`config.mk`:
```
export PLATFORM = sky130hd
export DESIGN_NAME = id_ex_pipe_reg_flat
export DESIGN_NICKNAME = d
export VERILOG_FILES = /design/src/rtl/id_ex_pipe_reg_pkg.sv /design/src/rtl/id_ex_pipe_reg_if.sv /design/src/rtl/id_ex_pipe_reg_load_use_detect.sv /design/src/rtl/id_ex_pipe_reg.sv /design/src/flat_wrapper.sv
export SDC_FILE = /design/constraint.sdc
export NUM_CORES = 1
export LEC_CHECK = 0
export ABC_AREA = 1
export ABC_CLOCK_PERIOD_IN_PS = 8170
export CORE_MARGIN = 2
export CORE_UTILIZATION = 44
export DETAILED_ROUTE_END_ITERATION = 8
export PLACE_DENSITY = 0.95
export SETUP_SLACK_MARGIN = 0.1
export SYNTH_ARGS = -nofsm -noshare
export SYNTH_HDL_FRONTEND = slang
export SYNTH_HIERARCHICAL = 1
export SYNTH_SLANG_ARGS = --single-unit
```
`constraint.sdc`:
```
create_clock -name clk -period 8.17 [get_ports clk]
set_clock_uncertainty 0.2 [all_clocks]
set_input_delay 0.817 -clock clk [delete_from_list [all_inputs] [get_ports clk]]
set_output_delay 0.817 -clock clk [all_outputs]
set_load 0.05 [all_outputs]
```
`src/rtl/id_ex_pipe_reg_pkg.sv`:
```
// Shared constants for the ID/EX pipeline register: control-bundle bit layout,
// bundle width helper and the per-edge action encoding.
package id_ex_pkg;

   localparam int CTRL_REGWRITE  = 0;
   localparam int CTRL_MEMTOREG  = 1;
   localparam int CTRL_BRANCH    = 2;
   localparam int CTRL_MEMREAD   = 3;
   localparam int CTRL_MEMWRITE  = 4;
   localparam int CTRL_ALUSRC    = 5;
   localparam int CTRL_REGDST    = 6;
   localparam int CTRL_ALUOP_LSB = 7;

   function automatic int ctrl_w(input int aluop_w);
      return 7 + aluop_w;
   endfunction

   // Wide enough for any ALUop width; slice down to CTRL_W at the use site.
   localparam logic [63:0] CTRL_BUBBLE = '0;

   typedef enum logic [1:0] {
      ACT_HOLD   = 2'd0,
      ACT_FLUSH  = 2'd1,
      ACT_BUBBLE = 2'd2,
      ACT_LOAD   = 2'd3
   } act_e;

endpackage

```
`src/rtl/id_ex_pipe_reg_if.sv`:
```
// ID/EX bus: decode-side fields in, execute-side fields out, plus stall/flush
// control and the bubble counter. slave = the pipeline register.
interface id_ex_pipe_reg_if
   import id_ex_pkg::*;
#(
   parameter int DATA_W     = 32,
   parameter int REG_ADDR_W = 5,
   parameter int ALUOP_W    = 2,
   parameter int CNT_W      = 16
);
   localparam int CTRL_W = ctrl_w(ALUOP_W);

   logic                  hold_i, flush_i, valid_in, rt_used_in;
   logic [CTRL_W-1:0]     ctrl_in;
   logic [DATA_W-1:0]     pc4_in, rd1_in, rd2_in, imm_in;
   logic [REG_ADDR_W-1:0] rs_in, rt_in, rd_in;

   logic                  valid_out, stall_o;
   logic [CTRL_W-1:0]     ctrl_out;
   logic [DATA_W-1:0]     pc4_out, rd1_out, rd2_out, imm_out;
   logic [REG_ADDR_W-1:0] rs_out, rt_out, rd_out;
   logic [CNT_W-1:0]      bubble_cnt_o;

   modport master (
      output hold_i, flush_i, valid_in, rt_used_in, ctrl_in,
             pc4_in, rd1_in, rd2_in, imm_in, rs_in, rt_in, rd_in,
      input  valid_out, stall_o, ctrl_out, pc4_out, rd1_out, rd2_out, imm_out,
             rs_out, rt_out, rd_out, bubble_cnt_o
   );

   modport slave (
      input  hold_i, flush_i, valid_in, rt_used_in, ctrl_in,
             pc4_in, rd1_in, rd2_in, imm_in, rs_in, rt_in, rd_in,
      output valid_out, stall_o, ctrl_out, pc4_out, rd1_out, rd2_out, imm_out,
             rs_out, rt_out, rd_out, bubble_cnt_o
   );

endinterface

```
`src/rtl/id_ex_pipe_reg_load_use_detect.sv`:
```
// Combinational load-use hazard: a valid load in EX whose destination Rt is
// read by the valid instruction in ID. Writes to $0 never hazard.
module load_use_detect #(
   parameter int ENABLE     = 1,
   parameter int REG_ADDR_W = 5
) (
   input  logic                  valid_ex,
   input  logic                  memread_ex,
   input  logic [REG_ADDR_W-1:0] rt_ex,
   input  logic                  valid_id,
   input  logic                  rt_used_id,
   input  logic [REG_ADDR_W-1:0] rs_id,
   input  logic [REG_ADDR_W-1:0] rt_id,
   output logic                  hazard
);
   logic en;
   logic src_match;

   assign en        = (ENABLE != 0);
   assign src_match = (rt_ex == rs_id) | (rt_used_id & (rt_ex == rt_id));
   assign hazard    = en & valid_ex & memread_ex & (rt_ex != '0) & valid_id & src_match;

endmodule

```
`src/rtl/id_ex_pipe_reg.sv`:
```
// ID/EX pipeline register with hold/flush, load-use bubble insertion and a
// saturating bubble counter.
module id_ex_pipe_reg
   import id_ex_pkg::*;
#(
   parameter int DATA_W        = 32,
   parameter int REG_ADDR_W    = 5,
   parameter int ALUOP_W       = 2,
   parameter int ENABLE_HAZARD = 1,
   parameter int CNT_W         = 16
) (
   input logic             clk,
   input logic             rst,
   id_ex_pipe_reg_if.slave bus
);
   localparam int CTRL_W = ctrl_w(ALUOP_W);

   logic                  valid_q;
   logic [CTRL_W-1:0]     ctrl_q;
   logic [DATA_W-1:0]     pc4_q, rd1_q, rd2_q, imm_q;
   logic [REG_ADDR_W-1:0] rs_q, rt_q, rd_q;
   logic [CNT_W-1:0]      cnt_q;
   logic                  hazard;
   act_e                  act;

   load_use_detect #(.ENABLE(ENABLE_HAZARD), .REG_ADDR_W(REG_ADDR_W)) u_lud (
      .valid_ex   (valid_q),
      .memread_ex (ctrl_q[CTRL_MEMREAD]),
      .rt_ex      (rt_q),
      .valid_id   (bus.valid_in),
      .rt_used_id (bus.rt_used_in),
      .rs_id      (bus.rs_in),
      .rt_id      (bus.rt_in),
      .hazard     (hazard)
   );

   // A flush already kills the ID slot, so it must not also freeze the front end.
   assign bus.stall_o = bus.hold_i | (hazard & ~bus.flush_i);

   always_comb begin
      act = ACT_LOAD;
      if (bus.hold_i)       act = ACT_HOLD;
      else if (bus.flush_i) act = ACT_FLUSH;
      else if (hazard)      act = ACT_BUBBLE;
   end

   always_ff @(posedge clk or posedge rst) begin
      if (rst) begin
         valid_q <= 1'b0;
         ctrl_q  <= '0;
         pc4_q   <= '0;
         rd1_q   <= '0;
         rd2_q   <= '0;
         imm_q   <= '0;
         rs_q    <= '0;
         rt_q    <= '0;
         rd_q    <= '0;
         cnt_q   <= '0;
      end else if (act != ACT_HOLD) begin
         pc4_q <= bus.pc4_in;
         rd1_q <= bus.rd1_in;
         rd2_q <= bus.rd2_in;
         imm_q <= bus.imm_in;
         rs_q  <= bus.rs_in;
         rt_q  <= bus.rt_in;
         rd_q  <= bus.rd_in;
         if (act == ACT_LOAD) begin
            valid_q <= bus.valid_in;
            ctrl_q  <= bus.valid_in ? bus.ctrl_in : CTRL_BUBBLE[CTRL_W-1:0];
         end else begin
            valid_q <= 1'b0;
            ctrl_q  <= CTRL_BUBBLE[CTRL_W-1:0];
         end
         if (act == ACT_BUBBLE && cnt_q != '1)
            cnt_q <= cnt_q + CNT_W'(1);
      end
   end

   assign bus.valid_out    = valid_q;
   assign bus.ctrl_out     = ctrl_q;
   assign bus.pc4_out      = pc4_q;
   assign bus.rd1_out      = rd1_q;
   assign bus.rd2_out      = rd2_q;
   assign bus.imm_out      = imm_q;
   assign bus.rs_out       = rs_q;
   assign bus.rt_out       = rt_q;
   assign bus.rd_out       = rd_q;
   assign bus.bubble_cnt_o = cnt_q;

endmodule

```
`src/flat_wrapper.sv`:
```
// flat-port wrapper written by rule: the top's interface ports become plain ports
module id_ex_pipe_reg_flat import id_ex_pkg::*;
#(
   parameter int DATA_W        = 32,
   parameter int REG_ADDR_W    = 5,
   parameter int ALUOP_W       = 2,
   parameter int ENABLE_HAZARD = 1,
   parameter int CNT_W         = 16
)
  (clk, rst, bus_hold_i, bus_flush_i, bus_valid_in, bus_rt_used_in, bus_ctrl_in, bus_pc4_in, bus_rd1_in, bus_rd2_in, bus_imm_in, bus_rs_in, bus_rt_in, bus_rd_in, bus_valid_out, bus_stall_o, bus_ctrl_out, bus_pc4_out, bus_rd1_out, bus_rd2_out, bus_imm_out, bus_rs_out, bus_rt_out, bus_rd_out, bus_bubble_cnt_o);
  id_ex_pipe_reg_if #(.DATA_W(DATA_W), .REG_ADDR_W(REG_ADDR_W), .ALUOP_W(ALUOP_W), .CNT_W(CNT_W)) bus_i ();
  input logic clk;
  input logic rst;
  input wire logic [$bits(bus_i.hold_i)-1:0] bus_hold_i;
  input wire logic [$bits(bus_i.flush_i)-1:0] bus_flush_i;
  input wire logic [$bits(bus_i.valid_in)-1:0] bus_valid_in;
  input wire logic [$bits(bus_i.rt_used_in)-1:0] bus_rt_used_in;
  input wire logic [$bits(bus_i.ctrl_in)-1:0] bus_ctrl_in;
  input wire logic [$bits(bus_i.pc4_in)-1:0] bus_pc4_in;
  input wire logic [$bits(bus_i.rd1_in)-1:0] bus_rd1_in;
  input wire logic [$bits(bus_i.rd2_in)-1:0] bus_rd2_in;
  input wire logic [$bits(bus_i.imm_in)-1:0] bus_imm_in;
  input wire logic [$bits(bus_i.rs_in)-1:0] bus_rs_in;
  input wire logic [$bits(bus_i.rt_in)-1:0] bus_rt_in;
  input wire logic [$bits(bus_i.rd_in)-1:0] bus_rd_in;
  output wire logic [$bits(bus_i.valid_out)-1:0] bus_valid_out;
  output wire logic [$bits(bus_i.stall_o)-1:0] bus_stall_o;
  output wire logic [$bits(bus_i.ctrl_out)-1:0] bus_ctrl_out;
  output wire logic [$bits(bus_i.pc4_out)-1:0] bus_pc4_out;
  output wire logic [$bits(bus_i.rd1_out)-1:0] bus_rd1_out;
  output wire logic [$bits(bus_i.rd2_out)-1:0] bus_rd2_out;
  output wire logic [$bits(bus_i.imm_out)-1:0] bus_imm_out;
  output wire logic [$bits(bus_i.rs_out)-1:0] bus_rs_out;
  output wire logic [$bits(bus_i.rt_out)-1:0] bus_rt_out;
  output wire logic [$bits(bus_i.rd_out)-1:0] bus_rd_out;
  output wire logic [$bits(bus_i.bubble_cnt_o)-1:0] bus_bubble_cnt_o;
  assign bus_i.hold_i = bus_hold_i;
  assign bus_i.flush_i = bus_flush_i;
  assign bus_i.valid_in = bus_valid_in;
  assign bus_i.rt_used_in = bus_rt_used_in;
  assign bus_i.ctrl_in = bus_ctrl_in;
  assign bus_i.pc4_in = bus_pc4_in;
  assign bus_i.rd1_in = bus_rd1_in;
  assign bus_i.rd2_in = bus_rd2_in;
  assign bus_i.imm_in = bus_imm_in;
  assign bus_i.rs_in = bus_rs_in;
  assign bus_i.rt_in = bus_rt_in;
  assign bus_i.rd_in = bus_rd_in;
  assign bus_valid_out = bus_i.valid_out;
  assign bus_stall_o = bus_i.stall_o;
  assign bus_ctrl_out = bus_i.ctrl_out;
  assign bus_pc4_out = bus_i.pc4_out;
  assign bus_rd1_out = bus_i.rd1_out;
  assign bus_rd2_out = bus_i.rd2_out;
  assign bus_imm_out = bus_i.imm_out;
  assign bus_rs_out = bus_i.rs_out;
  assign bus_rt_out = bus_i.rt_out;
  assign bus_rd_out = bus_i.rd_out;
  assign bus_bubble_cnt_o = bus_i.bubble_cnt_o;
  id_ex_pipe_reg #(.DATA_W(DATA_W), .REG_ADDR_W(REG_ADDR_W), .ALUOP_W(ALUOP_W), .ENABLE_HAZARD(ENABLE_HAZARD), .CNT_W(CNT_W)) u_core (.clk(clk), .rst(rst), .bus(bus_i));
endmodule
```
Word-level counts from Yosys, hierarchy flattened:

Index checks and enable logic that the tools add are counted.

* bits in registers: 169
* input bits: 158
* output and inout bits: 170
* logic and storage cells: 35

* add/sub/neg operators: 1
* equality and inequality tests: 5
* muxes and demuxes: 6
* bitwise gates (word level): 9
* reduce and logical (&&, ||, !) cells: 4

Operators with widths (count)
* $mux W9: 2
* $add A16 B1 Y16 const B: 1
* $ne A16 B16 Y1 const B: 1
* $eq A5 B5 Y1: 2
* $and A1 B1 Y1: 6
* $reduce_bool A5 Y1: 1
* $eq A2 B2 Y1 const B: 2
* $mux W2: 2
* $mux W1: 2
* $or A1 B1 Y1: 2
* $reduce_and A2 Y1: 1
* $reduce_bool A2 Y1: 1
* $logic_and A1 B1 Y1: 1
* $not A1 Y1: 1

Longest topological paths before layout:

Gate-level depths: netlist of the first run.

* depth in word-level cells: 10
* mapped depth: 13
* gate-level depth less buffers: 12

By module:

Netlist of the first run, hierarchy kept.

By module, submodules not included
* id_ex_pipe_reg: instances 1, cells an instance 791, area an instance 6732.7 um2, sequential area each 4229.1 um2
* load_use_detect: instances 1, cells an instance 52, area an instance 211.5 um2, sequential area each 0.0 um2

Worst setup path before layout of the first run:

Ideal clock, no wire load.

* kind: in2out
* start point: input bus_rt_in[0]
* end point: output bus_stall_o
* arrival: 2463 ps
* data required time: 7153 ps
* path slack: 4690 ps
* cell stages on the path: 8
* buffers on the path: 0
* cells stage by stage: inv_1 nand2_1 nand2_1 nor2_1 nand3_1 a21oi_1 inv_1 o21ai_0

* cells in the longest elaborated chain, start to end: 6

Ends and longest elaborated chain
* start: declaration: line flat_wrapper.sv:24 `input wire logic [$bits(bus_i.rt_in)-1:0] bus_rt_in;`
* $eq A5 B5 Y1: line id_ex_pipe_reg_load_use_detect.sv:20 `assign src_match = (rt_ex == rs_id) | (rt_used_id & (rt_ex == rt_id));`
* $and A1 B1 Y1: line id_ex_pipe_reg_load_use_detect.sv:20
* $or A1 B1 Y1: line id_ex_pipe_reg_load_use_detect.sv:20
* $and A1 B1 Y1: line id_ex_pipe_reg_load_use_detect.sv:21 `assign hazard = en & valid_ex & memread_ex & (rt_ex != '0) & valid_id & src_match;`
* named net u_core.hazard: line id_ex_pipe_reg.sv:23 `logic hazard;`
* $and A1 B1 Y1: line id_ex_pipe_reg.sv:38 `assign bus.stall_o = bus.hold_i | (hazard & ~bus.flush_i);`
* $or A1 B1 Y1: line id_ex_pipe_reg.sv:38
* end: declaration: line flat_wrapper.sv:27 `output wire logic [$bits(bus_i.stall_o)-1:0] bus_stall_o;`

The timed path passes the listed nets, and every way through them passes these cells.

Worst setup path in the final report of the first run:

* start point: input bus_rt_in[3]
* end point: output bus_stall_o

The elaborated chain is that of the path after synthesis.

==> results of run 1 <==
[Yosys cell counts]
library cell / n / area share
sky130_fd_sc_hd__buf_1: 1 / 0.00054
sky130_fd_sc_hd__nand4_1: 6 / 0.0054
sky130_fd_sc_hd__nand3_1: 17 / 0.012
sky130_fd_sc_hd__nor2_2: 2 / 0.0018
sky130_fd_sc_hd__dfrtp_1: 169 / 0.61
sky130_fd_sc_hd__ha_1: 1 / 0.0018
sky130_fd_sc_hd__a21oi_1: 1 / 0.00072
sky130_fd_sc_hd__nand2_2: 6 / 0.0054
sky130_fd_sc_hd__nand3_2: 1 / 0.0014
sky130_fd_sc_hd__buf_2: 15 / 0.011
sky130_fd_sc_hd__nor2_1: 24 / 0.013
sky130_fd_sc_hd__xnor2_1: 8 / 0.010
sky130_fd_sc_hd__nor2_4: 1 / 0.0016
sky130_fd_sc_hd__clkinv_1: 1 / 0.00054
sky130_fd_sc_hd__o21ai_0: 7 / 0.0050
sky130_fd_sc_hd__nand2_1: 535 / 0.29
sky130_fd_sc_hd__inv_2: 2 / 0.0011
sky130_fd_sc_hd__clkbuf_1: 17 / 0.0092
sky130_fd_sc_hd__o21ai_4: 1 / 0.0023
sky130_fd_sc_hd__a22o_1: 1 / 0.0013
sky130_fd_sc_hd__or2_2: 1 / 0.00090
sky130_fd_sc_hd__buf_6: 2 / 0.0032
sky130_fd_sc_hd__inv_4: 1 / 0.00090
sky130_fd_sc_hd__inv_1: 23 / 0.012
[state kept, by name (all words and copies together), names as in the netlist]
signal                   flops
u_core/bus.rd2_out          32
u_core/bus.rd1_out          32
u_core/bus.rs_out            5
u_core/bus.imm_out          32
u_core/bus.rt_out            5
u_core/bus.valid_out         1
u_core/bus.ctrl_out          9
u_core/bus.bubble_cnt_o     16
u_core/bus.rd_out            5
u_core/bus.pc4_out          32
[critical path, delay by kind of cell]
family                 cells  cell delay (ns)
buffers and inverters      4             1.51
AO/OA/AOI/OAI              2             0.42
AND/OR/NAND/NOR            4             0.32
[metrics by stage]
stage / instances / total power, mW / utilization / setup slack, ns / instance area, µm²
floorplan: 843 / 1.28 / - / 2.58 / 6940
global placement: 1349 / 1.52 / 0.675 / 4.18 / 10300
detailed placement: 1349 / 1.53 / 0.675 / 4.15 / 10300
CTS: 1381 / 2.29 / 0.711 / 4.14 / 10900
global route: 1381 / 2.36 / 0.711 / 4.05 / 10900
finish: 1381 / 2.27 / 0.711 / 4.09 / 10900
[routing by layer]
| layer | up-vias | part of all wire |
|---|---|---|
| met5 | - | 0 |
| met4 | 0 | 0.029 |
| met3 | 43 | 0.084 |
| met2 | 274 | 0.51 |
| met1 | 3103 | 0.37 |
| li1 | 3174 | - |
[layout make-up]
type / count / area (µm²) / share of cell area
flip-flops and latches: 169 / 4230 / 0.388
repair buffers: 330 / 3290 / 0.302
multi-input cells: 612 / 2450 / 0.225
clock buffers: 18 / 439 / 0.0403
well taps: 211 / 264 / 0.0242
clock inverters: 14 / 111 / 0.0102
inverters: 27 / 111 / 0.0102
[worst min-delay path by stage]
stage,start,endpoint,depth (start not counted)
final,u_core/bus.pc4_out[16],u_core/bus.pc4_out[16],2
after floorplan,u_core/bus.imm_out[25],u_core/bus.imm_out[25],2
after CTS,u_core/bus.pc4_out[16],u_core/bus.pc4_out[16],2
after detailed placement,u_core/bus.imm_out[28],u_core/bus.imm_out[28],2
after global routing,u_core/bus.imm_out[29],u_core/bus.imm_out[29],2
after global placement,u_core/bus.rd1_out[3],u_core/bus.rd1_out[3],2
[logic make-up (layout without fill, tap and decap cells)]
kind of cell	count (synthesis)	after routing	share of synthesized area
and+or+nand+nor	593	593	0.331
DFF	169	169	0.609
buffers and inverters	62	389	0.0387
xor gates and xnor gates	8	8	0.0101
adders and majority gates	1	1	0.00180
AOI/OAI and AO/OA	10	10	0.00937
[power groups by stage]
stage | registers, mW | clock network [mW] | logic, mW
after global routing | 0.948 | 0.808 | 0.605
after detailed placement | 0.954 | 0 | 0.576
after floorplan | 1.18 | 0 | 0.0978
final | 0.941 | 0.755 | 0.575
after global placement | 0.951 | 0 | 0.567
after CTS | 0.941 | 0.773 | 0.579
==> results.py, run 1 <==
metrics = {
    "synth": {
        "synth.distinct_cells": 24,
        "syn_area_per_cell_um2": 8.24,
        "yosys_register_bits": 169,
        "synth_seq_area_share": 0.609,
        "synth_warnings": 6,
        "syn_nets": 1002,
        "cells_after_synthesis": 843,
        "netlist_area_um2": 6940,
    },
    "power_and_ir_drop": {
        "seq_power_share": 0.414,
        "ir_drop_uv": 142,
        "power.density_cell_area_nw_per_um2": 208,
        "internal_power_mw": 1.51,
        "clockPowerShare": 0.332,
        "power_frac_comb": 0.253,
        "netSwitchingPower_mw": 0.760,
        "power_leakage_nw": 5.35,
        "swShare": 0.335,
    },
    "grt": {
        "globalRoute.totalOverflow": 0,
        "globalRouteMet2Util": 0.441,
        "antenna_found_initial": 0,
        "globalRoute.busiestLayer": "met2",
        "track_usage": 0.246,
        "grt_max_degree": 110,
        "met1_usage_in_global_routing": 0.268,
        "grt_pass1_vias": 6406,
        "global_route_wire_length_before_repair_mm": 31.9,
        "global_route.usage.met3": 0.0813,
    },
    "finish": {
        "final_common_cell": "sky130_fd_sc_hd__nand2_1",
        "design.final.nets": 1316,
        "n_fill_cell": 1100,
        "drive_gt1_frac": 0.0444,
        "synthesis_to_layout_area_growth_pct": 56.9,
        "final_cell_mix": "535 x sky130_fd_sc_hd__nand2_1, 326 x sky130_fd_sc_hd__clkdlybuf4s50_1, 169 x sky130_fd_sc_hd__dfrtp_1, 24 x sky130_fd_sc_hd__nor2_1, 22 x sky130_fd_sc_hd__inv_1",
        "antennaDiodeCount": 0,
    },
    "sta": {
        "slew_viol_final": 0,
        "worst-slew-pin-transition_ns": 1.08,
        "hold_viol": 0,
        "fin_crit_sh": 0.499,
        "setup_viol_count_final": 0,
        "clock.fmax_mhz": 245,
        "period_needed_ns": 4.08,
        "rsz0062_at_grt": "false",
        "setup-tns-final_ns": 0,
        "whs_ns": 0.271,
        "timing.max_slew.rel_slack": 0.281,
    },
    "setup_path": {
        "reg2reg_end": "u_core/bus.bubble_cnt_o[0]",
        "timing.critical_path.cells": "clkdlybuf4s50_1, inv_1, nand2_1, nand2_1, nor2_1, nand3_1, a21oi_1, inv_1, o21ai_0, clkdlybuf4s50_1",
        "critical_path.slowest_cell": "sky130_fd_sc_hd__clkdlybuf4s50_1",
        "ff2ff_setup_slack_ns": 5.79,
        "crit_start": "bus_rt_in[3]",
        "critical_path_source_type": "primary input",
        "critical_path.max_stage_delay_ns": 0.86,
        "setup.worst_path.end": "bus_stall_o",
        "worstPathRequired_ns": 7.15,
        "cp.arrival_ns": 3.06,
        "kind_of_capture_point_of_the_worst_setup_path": "output pin",
        "worst-setup-path-type": "primary input to output pin",
        "critical_path_peak_fanout": 3,
        "rr_startpoint": "u_core/bus.rt_out[3]",
        "timing.reg2reg.worst_path_depth": 12,
    },
    "detailed_routing": {
        "detail_route.first_pass.iterations": 7,
        "drt_wl_total_mm": 21.1,
        "drc": 0,
        "vias": 6594,
        "route.detailed.wl_per_inst_um": 15.3,
        "route.detailed.vias_per_inst": 4.77,
        "route.antenna.remaining_nets": 0,
        "drt_iter0_drc": 442,
    },
    "clock_network": {
        "cts_made_buffers": 17,
        "post-cts-setup-buffer-count": 0,
        "number_of_h_tree_levels": 4,
        "clkSinkCount": 169,
        "clock_insertion_delay_worst_skew_ns": 0.42,
        "clk_root_buffer_cell": "sky130_fd_sc_hd__clkbuf_16",
        "cts_resized": 0,
        "ctsHoldBuffers": 0,
        "clk_pin_slew_worst_paths_ns": 0.06,
        "maximum_count_of_clock_buffers_along_a_single_path": 2,
        "tritoncts": "yes",
    },
    "floorplanning": {
        "die_h_um": 130,
        "row_count": 45,
        "core-area_um2": 15300,
        "dieWidth_um": 130,
        "fp.dieArea_um2": 16800,
        "io_pins": 328,
        "initial_utilization": 0.453,
    },
    "placed_design": {
        "post-dp-hpwl_mm": 14.9,
        "gpl.final_weighted_congestion": 0.824,
        "place.port_buffers": 327,
    },
    "worst_hold_path": {
        "hold_path_class": "flip-flop to flip-flop",
    },
    "flow_run": {
        "max_cap_viol_count": 0,
    },
    "status": {
        "outcome": "complete, no violations",
    },
}
(Power assumes the default switching activity.)
==> inputs of run 2 (changes only) <==
ABC_CLOCK_PERIOD_IN_PS = 3500   (was 8170)
CORE_UTILIZATION = 37   (was 44)
PLACE_DENSITY = 0.88   (was 0.95)
clock period = 3.5 ns   (was 8.17 ns; I/O delays follow)
==> run 2 against run 1 <==
Effect of this change: non-clock buffer count up 2; critical path depth down 1; global-route usage decreased by 3.9 points; clock-buffer cell count grew 1; first-iteration DRC count shrank 29%; via count is 0.17% lower; power up 150%; die area grew 18%; clock power rose to 2.7 times the previous value; sequential power rose by 130%; hold slack got worse by 0.19 ns; largest cell class unchanged.
==> results.py, run 2 (synthesis gave the netlist of run 1 again) <==
metrics = {
    "status": {
        "outcome": "complete, no violations",
    },
    "clock_network": {
        "cts_resized": 0,
        "cts_made_buffers": 17,
        "clock_insertion_delay_worst_skew_ns": 0.42,
        "tritoncts": "yes",
        "number_of_h_tree_levels": 4,
        "clkSinkCount": 169,
        "clk_pin_slew_worst_paths_ns": 0.07,
        "post-cts-setup-buffer-count": 0,
        "maximum_count_of_clock_buffers_along_a_single_path": 2,
        "ctsHoldBuffers": 0,
        "clk_root_buffer_cell": "sky130_fd_sc_hd__clkbuf_16",
    },
    "sta": {
        "clock.fmax_mhz": 373,
        "worst-slew-pin-transition_ns": 0.870,
        "period_needed_ns": 2.68,
        "hold_viol": 0,
        "setup-tns-final_ns": 0,
        "timing.max_slew.rel_slack": 0.420,
        "setup_viol_count_final": 0,
        "slew_viol_final": 0,
        "rsz0062_at_grt": "false",
        "fin_crit_sh": 0.767,
    },
    "grt": {
        "antenna_found_initial": 0,
        "track_usage": 0.206,
        "grt_max_degree": 86,
        "globalRoute.totalOverflow": 0,
        "grt_pass1_vias": 6525,
        "global_route_wire_length_before_repair_mm": 32.7,
    },
    "setup_path": {
        "critical_path.max_stage_delay_ns": 0.44,
        "setup.worst_path.end": "bus_stall_o",
        "timing.reg2reg.worst_path_depth": 12,
        "worstPathBufferInverterCount": 3,
        "crit_start": "u_core/bus.rt_out[1]",
        "worst-setup-path-type": "flip-flop to output pin",
        "critical_path_peak_fanout": 5,
        "critical_path_source_type": "flip-flop",
        "timing.critical_path.cells": "inv_1, nand2_1, nand2_1, nor2_1, nand3_1, a21oi_1, inv_1, o21ai_0, buf_4",
        "kind_of_capture_point_of_the_worst_setup_path": "output pin",
        "reg2reg_end": "u_core/bus.bubble_cnt_o[11]",
        "crit_cells": 9,
        "crit_family": "compound AO/OA/AOI/OAI gates",
        "cp.arrival_ns": 2.13,
        "critical_path.slowest_cell": "sky130_fd_sc_hd__dfrtp_1",
        "worstPathRequired_ns": 2.95,
        "rr_startpoint": "u_core/bus.rt_out[1]",
        "ff2ff_setup_slack_ns": 1.23,
    },
    "floorplanning": {
        "dieWidth_um": 141,
        "core-area_um2": 18600,
        "io_pins": 328,
        "initial_utilization": 0.374,
        "row_count": 50,
        "fp.dieArea_um2": 19900,
        "die_h_um": 141,
    },
    "detailed_routing": {
        "route.detailed.vias_per_inst": 4.68,
        "detail_route.first_pass.iterations": 5,
        "route.antenna.remaining_nets": 0,
        "vias": 6583,
        "drt_wl_total_mm": 20.6,
        "drc": 0,
        "drt_iter0_drc": 316,
        "route.detailed.wl_per_inst_um": 14.6,
    },
    "finish": {
        "final_cell_mix": "535 x sky130_fd_sc_hd__nand2_1, 325 x sky130_fd_sc_hd__clkdlybuf4s50_1, 169 x sky130_fd_sc_hd__dfrtp_1, 24 x sky130_fd_sc_hd__nor2_1, 22 x sky130_fd_sc_hd__inv_1",
        "area.sequential_um2": 4230,
        "design.final.nets": 1318,
        "synthesis_to_layout_area_growth_pct": 59.3,
        "final_common_cell": "sky130_fd_sc_hd__nand2_1",
        "n_fill_cell": 1526,
        "layout.cells.non_filler": 1406,
        "drive_gt1_frac": 0.0452,
        "antennaDiodeCount": 0,
        "final_area_um2": 11100,
        "multi_input_comb_area_um2": 2450,
    },
    "power_and_ir_drop": {
        "power_leakage_nw": 5.41,
        "power.density_cell_area_nw_per_um2": 506,
        "total_power_mw": 5.60,
        "ir_drop_uv": 315,
    },
    "placed_design": {
        "placed_cells": 1374,
        "placed_cell_area_um2": 10400,
        "gpl.final_weighted_congestion": 0.828,
        "place.port_buffers": 327,
        "post-dp-hpwl_mm": 14.7,
    },
    "flow_run": {
        "max_cap_viol_count": 0,
    },
    "worst_hold_path": {
        "hold_path_class": "primary input to asynchronous set/reset pin",
    },
}
==> run 2: cell count changes in the layout (fill, tap and decap cells not counted), sizes merged <==
cell,delta
clkbuf,+1
clkinv,-3
inv,-2
buf,+3
clkdlybuf4s50,-1
bufinv,+4
==> run 2: worst min-delay path by stage <==
stage                           start                endpoint  slack (ns)  cells past startpoint
3_5_place_dp   u_core/bus.rd2_out[18]  u_core/bus.rd2_out[18]        0.26                      2
3_3_place_gp   u_core/bus.rd1_out[25]  u_core/bus.rd1_out[25]        0.26                      2
2_1_floorplan           bus_imm_in[0]   u_core/bus.imm_out[0]        0.26                      2
6_report                          rst  u_core/bus.rd1_out[30]        0.08                      2
5_1_grt                    bus_hold_i  u_core/bus.ctrl_out[2]        0.07                      3
4_1_cts                           rst  u_core/bus.rd1_out[16]        0.06                      2
==> run 2: layout make-up <==
class	instances	area share
sequential	169	0.382
timing repair buffer	332	0.302
multi-input combinational	612	0.221
clock buffer	19	0.0391
tap	234	0.0265
clock inverter	13	0.0188
inverter	27	0.00995
==> run 2: worst reg2reg max path, delay by kind of cell (launching register included) <==
family,cells,cell delay [ns]
buffers and inverters,3,0.40
AND/OR/NAND/NOR,7,0.71
flip-flops,1,0.44
AO/OA/AOI/OAI,2,0.47
==> run 2: report_power, final <==
group / switching (mW) / internal, mW / total [mW] / leakage, nW
Clock: 0.840 / 1.22 / 2.06 / 0.310
Sequential: 0.0878 / 2.10 / 2.19 / 2.10
Combinational: 0.857 / 0.485 / 1.34 / 3.00
Total: 1.79 / 3.81 / 5.60 / 5.41
==> run 2: metrics by stage <==
step / setup WS, ns / utilization / hold slack (ns)
after floorplan: 0.281 / - / 0.260
after global placement: 0.915 / 0.561 / 0.257
after detailed placement: 0.896 / 0.561 / 0.261
after CTS: 0.824 / 0.595 / 0.0618
after global routing: 0.631 / 0.595 / 0.0695
final: 0.815 / 0.595 / 0.0765
==> run 2: layer usage <==
layer / vias to the layer above / GRT usage / part of all wire
met4: 0 / 0.104 / 0.040
li1: 3180 / - / -
met5: - / 0 / 0
met1: 3041 / 0.241 / 0.38
met3: 59 / 0.0615 / 0.079
met2: 303 / 0.346 / 0.50
==> inputs of run 3 (changes only) <==
ABC_CLOCK_PERIOD_IN_PS = 2300   (was 3500)
clock period = 2.3 ns   (was 3.5 ns; I/O delays follow)
==> run 3 against run 2 <==
Effect of this change: the flow now finishes with violations (setup timing); clock power grew 34%; critical path depth stayed put; sequential cell count unchanged; die area stayed put; final cell count up 1.4%; sequential share of layout area down 0.65 points; sequential power up 53%; utilization increased by 1.1 points; power up 46%; hold slack worse by 0.063 ns.
==> results.py, run 3 (synthesis gave the netlist of run 1 again) <==
metrics = {
    "finish": {
        "final_area_um2": 11300,
        "final_cell_mix": "532 x sky130_fd_sc_hd__nand2_1, 317 x sky130_fd_sc_hd__clkdlybuf4s50_1, 166 x sky130_fd_sc_hd__dfrtp_1, 23 x sky130_fd_sc_hd__nor2_1, 19 x sky130_fd_sc_hd__inv_1",
        "multi_input_comb_area_um2": 2500,
        "synthesis_to_layout_area_growth_pct": 62.2,
        "n_fill_cell": 1550,
        "drive_gt1_frac": 0.0730,
        "final_common_cell": "sky130_fd_sc_hd__nand2_1",
        "area.sequential_um2": 4230,
        "antennaDiodeCount": 0,
        "design.final.nets": 1338,
    },
    "setup_path": {
        "crit_cells": 9,
        "worstPathBufferInverterCount": 3,
        "kind_of_capture_point_of_the_worst_setup_path": "output pin",
        "critical_path.slowest_cell": "sky130_fd_sc_hd__dfrtp_2",
        "worstPathRequired_ns": 1.87,
        "setup.worst_path.end": "bus_stall_o",
        "cp.arrival_ns": 1.91,
        "crit_family": "flip-flops",
        "critical_path.max_stage_delay_ns": 0.45,
        "timing.critical_path.cells": "nor2_1, nor2_1, nor2_1, nand3_1, a21oi_2, inv_2, buf_6, o21ai_4, buf_12",
        "reg2reg_end": "u_core/bus.bubble_cnt_o[12]",
        "worst_path_most_repeated_cell": "sky130_fd_sc_hd__nor2_1",
        "ff2ff_setup_slack_ns": 0.17,
        "critical_path_source_type": "flip-flop",
        "crit_start": "u_core/bus.rt_out[2]",
        "worst-setup-path-type": "flip-flop to output pin",
        "timing.reg2reg.worst_path_depth": 14,
        "rr_startpoint": "u_core/bus.rt_out[2]",
        "critical_path_peak_fanout": 6,
    },
    "flow_run": {
        "max_cap_viol_count": 0,
    },
    "placed_design": {
        "detailedPlace.worstSlack_ns": -0.0627,
        "placed_cell_area_um2": 10600,
        "gpl.final_weighted_congestion": 0.826,
        "post-dp-hpwl_mm": 15.5,
        "place.port_buffers": 327,
    },
    "floorplanning": {
        "row_count": 50,
        "core-area_um2": 18600,
        "io_pins": 328,
        "fp.dieArea_um2": 19900,
        "initial_utilization": 0.374,
        "dieWidth_um": 141,
        "die_h_um": 141,
    },
    "clock_network": {
        "clock_insertion_delay_worst_skew_ns": 0.42,
        "cts_made_buffers": 17,
        "ctsHoldBuffers": 0,
        "clkSinkCount": 169,
        "tritoncts": "yes",
        "clk_pin_slew_worst_paths_ns": 0.07,
        "number_of_h_tree_levels": 4,
        "clk_root_buffer_cell": "sky130_fd_sc_hd__clkbuf_16",
        "maximum_count_of_clock_buffers_along_a_single_path": 2,
    },
    "worst_hold_path": {
        "hold_path_class": "primary input to asynchronous set/reset pin",
    },
    "sta": {
        "whs_ns": 0.0131,
        "fin_crit_sh": 1.02,
        "clock.fmax_mhz": 427,
        "setup-tns-final_ns": -0.0432,
        "final.setup.worst_slack_ns": -0.0432,
        "rsz0062_at_grt": "true",
        "setup_viol_count_final": 1,
        "period_needed_ns": 2.34,
        "slew_viol_final": 0,
        "hold_viol": 0,
        "worst-slew-pin-transition_ns": 0.682,
        "timing.max_slew.rel_slack": 0.545,
    },
    "detailed_routing": {
        "route.detailed.vias_per_inst": 4.73,
        "vias": 6738,
        "route.antenna.remaining_nets": 0,
        "detail_route.first_pass.iterations": 5,
        "drt_wl_total_mm": 21.5,
        "drt_iter0_drc": 472,
        "drc": 0,
        "route.detailed.wl_per_inst_um": 15.1,
    },
    "grt": {
        "globalRoute.totalOverflow": 0,
        "track_usage": 0.215,
        "grt_max_degree": 154,
        "global_route_wire_length_before_repair_mm": 33.9,
        "antenna_found_initial": 0,
        "grt_pass1_vias": 6751,
    },
    "power_and_ir_drop": {
        "power_leakage_nw": 5.63,
        "internal_power_mw": 5.42,
        "clockPowerShare": 0.338,
        "total_power_mw": 8.18,
        "swShare": 0.337,
        "netSwitchingPower_mw": 2.76,
        "power.density_cell_area_nw_per_um2": 726,
        "ir_drop_uv": 513,
        "seq_power_share": 0.408,
        "power_frac_comb": 0.254,
    },
    "status": {
        "outcome": "finished with violations",
        "violations": "setup timing",
    },
}
## run 3: metrics by stage
| stage | util | std cells |
|---|---|---|
| after floorplan | - | 843 |
| after global placement | 0.569 | 1387 |
| after detailed placement | 0.569 | 1387 |
| after CTS | 0.602 | 1422 |
| after global routing | 0.606 | 1426 |
| final | 0.606 | 1426 |
## run 3: worst register-to-register path, cell delays in order, from the launching register on
cell	delay (ns)
sky130_fd_sc_hd__dfrtp_2	0.45
sky130_fd_sc_hd__nor2_1	0.10
sky130_fd_sc_hd__nor2_1	0.05
sky130_fd_sc_hd__nor2_1	0.13
sky130_fd_sc_hd__nand3_1	0.12
sky130_fd_sc_hd__a21oi_2	0.16
sky130_fd_sc_hd__inv_2	0.07
sky130_fd_sc_hd__buf_6	0.11
sky130_fd_sc_hd__buf_6	0.11
sky130_fd_sc_hd__nor2_4	0.08
sky130_fd_sc_hd__buf_6	0.14
sky130_fd_sc_hd__o21ai_4	0.10
sky130_fd_sc_hd__inv_4	0.13
sky130_fd_sc_hd__nand2_1	0.06
sky130_fd_sc_hd__nand2_1	0.07
## run 3: power groups by stage
| stage | registers [mW] | clock network (mW) | logic [mW] |
|---|---|---|---|
| final | 3.34 | 2.77 | 2.08 |
| after global routing | 3.36 | 2.98 | 2.19 |
| after CTS | 3.34 | 2.84 | 2.09 |
| after detailed placement | 3.39 | 0 | 2.08 |
| after global placement | 3.38 | 0 | 2.05 |
| after floorplan | 4.20 | 0 | 0.349 |
## run 3: how the worst min path moves through the flow
stage	cells past startpoint	end	slack (ns)
2_1_floorplan	2	u_core/bus.imm_out[0]	0.14
3_3_place_gp	2	u_core/bus.rd1_out[9]	0.26
3_5_place_dp	2	u_core/bus.pc4_out[6]	0.26
4_1_cts	2	u_core/bus.pc4_out[10]	0.03
5_1_grt	2	u_core/bus.pc4_out[10]	0.05
6_report	2	u_core/bus.pc4_out[10]	0.01
## run 3: layout make-up
type / count / area share
timing repair inverter: 1 / 0.000555
tap: 234 / 0.0260
clock buffer: 18 / 0.0390
timing repair buffer: 349 / 0.315
clock inverter: 14 / 0.0120
sequential: 169 / 0.376
inverter: 27 / 0.0100
multi-input combinational: 614 / 0.222
## run 3: per-layer routing
layer | GRT usage | vias to the layer above | part of all wire
met4 | 0.0758 | 0 | 0.021
li1 | - | 3222 | -
met2 | 0.377 | 297 | 0.51
met3 | 0.0686 | 35 | 0.084
met5 | 0 | - | 0
met1 | 0.247 | 3184 | 0.38
## run 3: repair_timing
action,CTS,global route
setup endpoints to repair,1,24
resized for setup,9,18
setup buffers,3,1
pin swaps,9,6
cloned,0,3
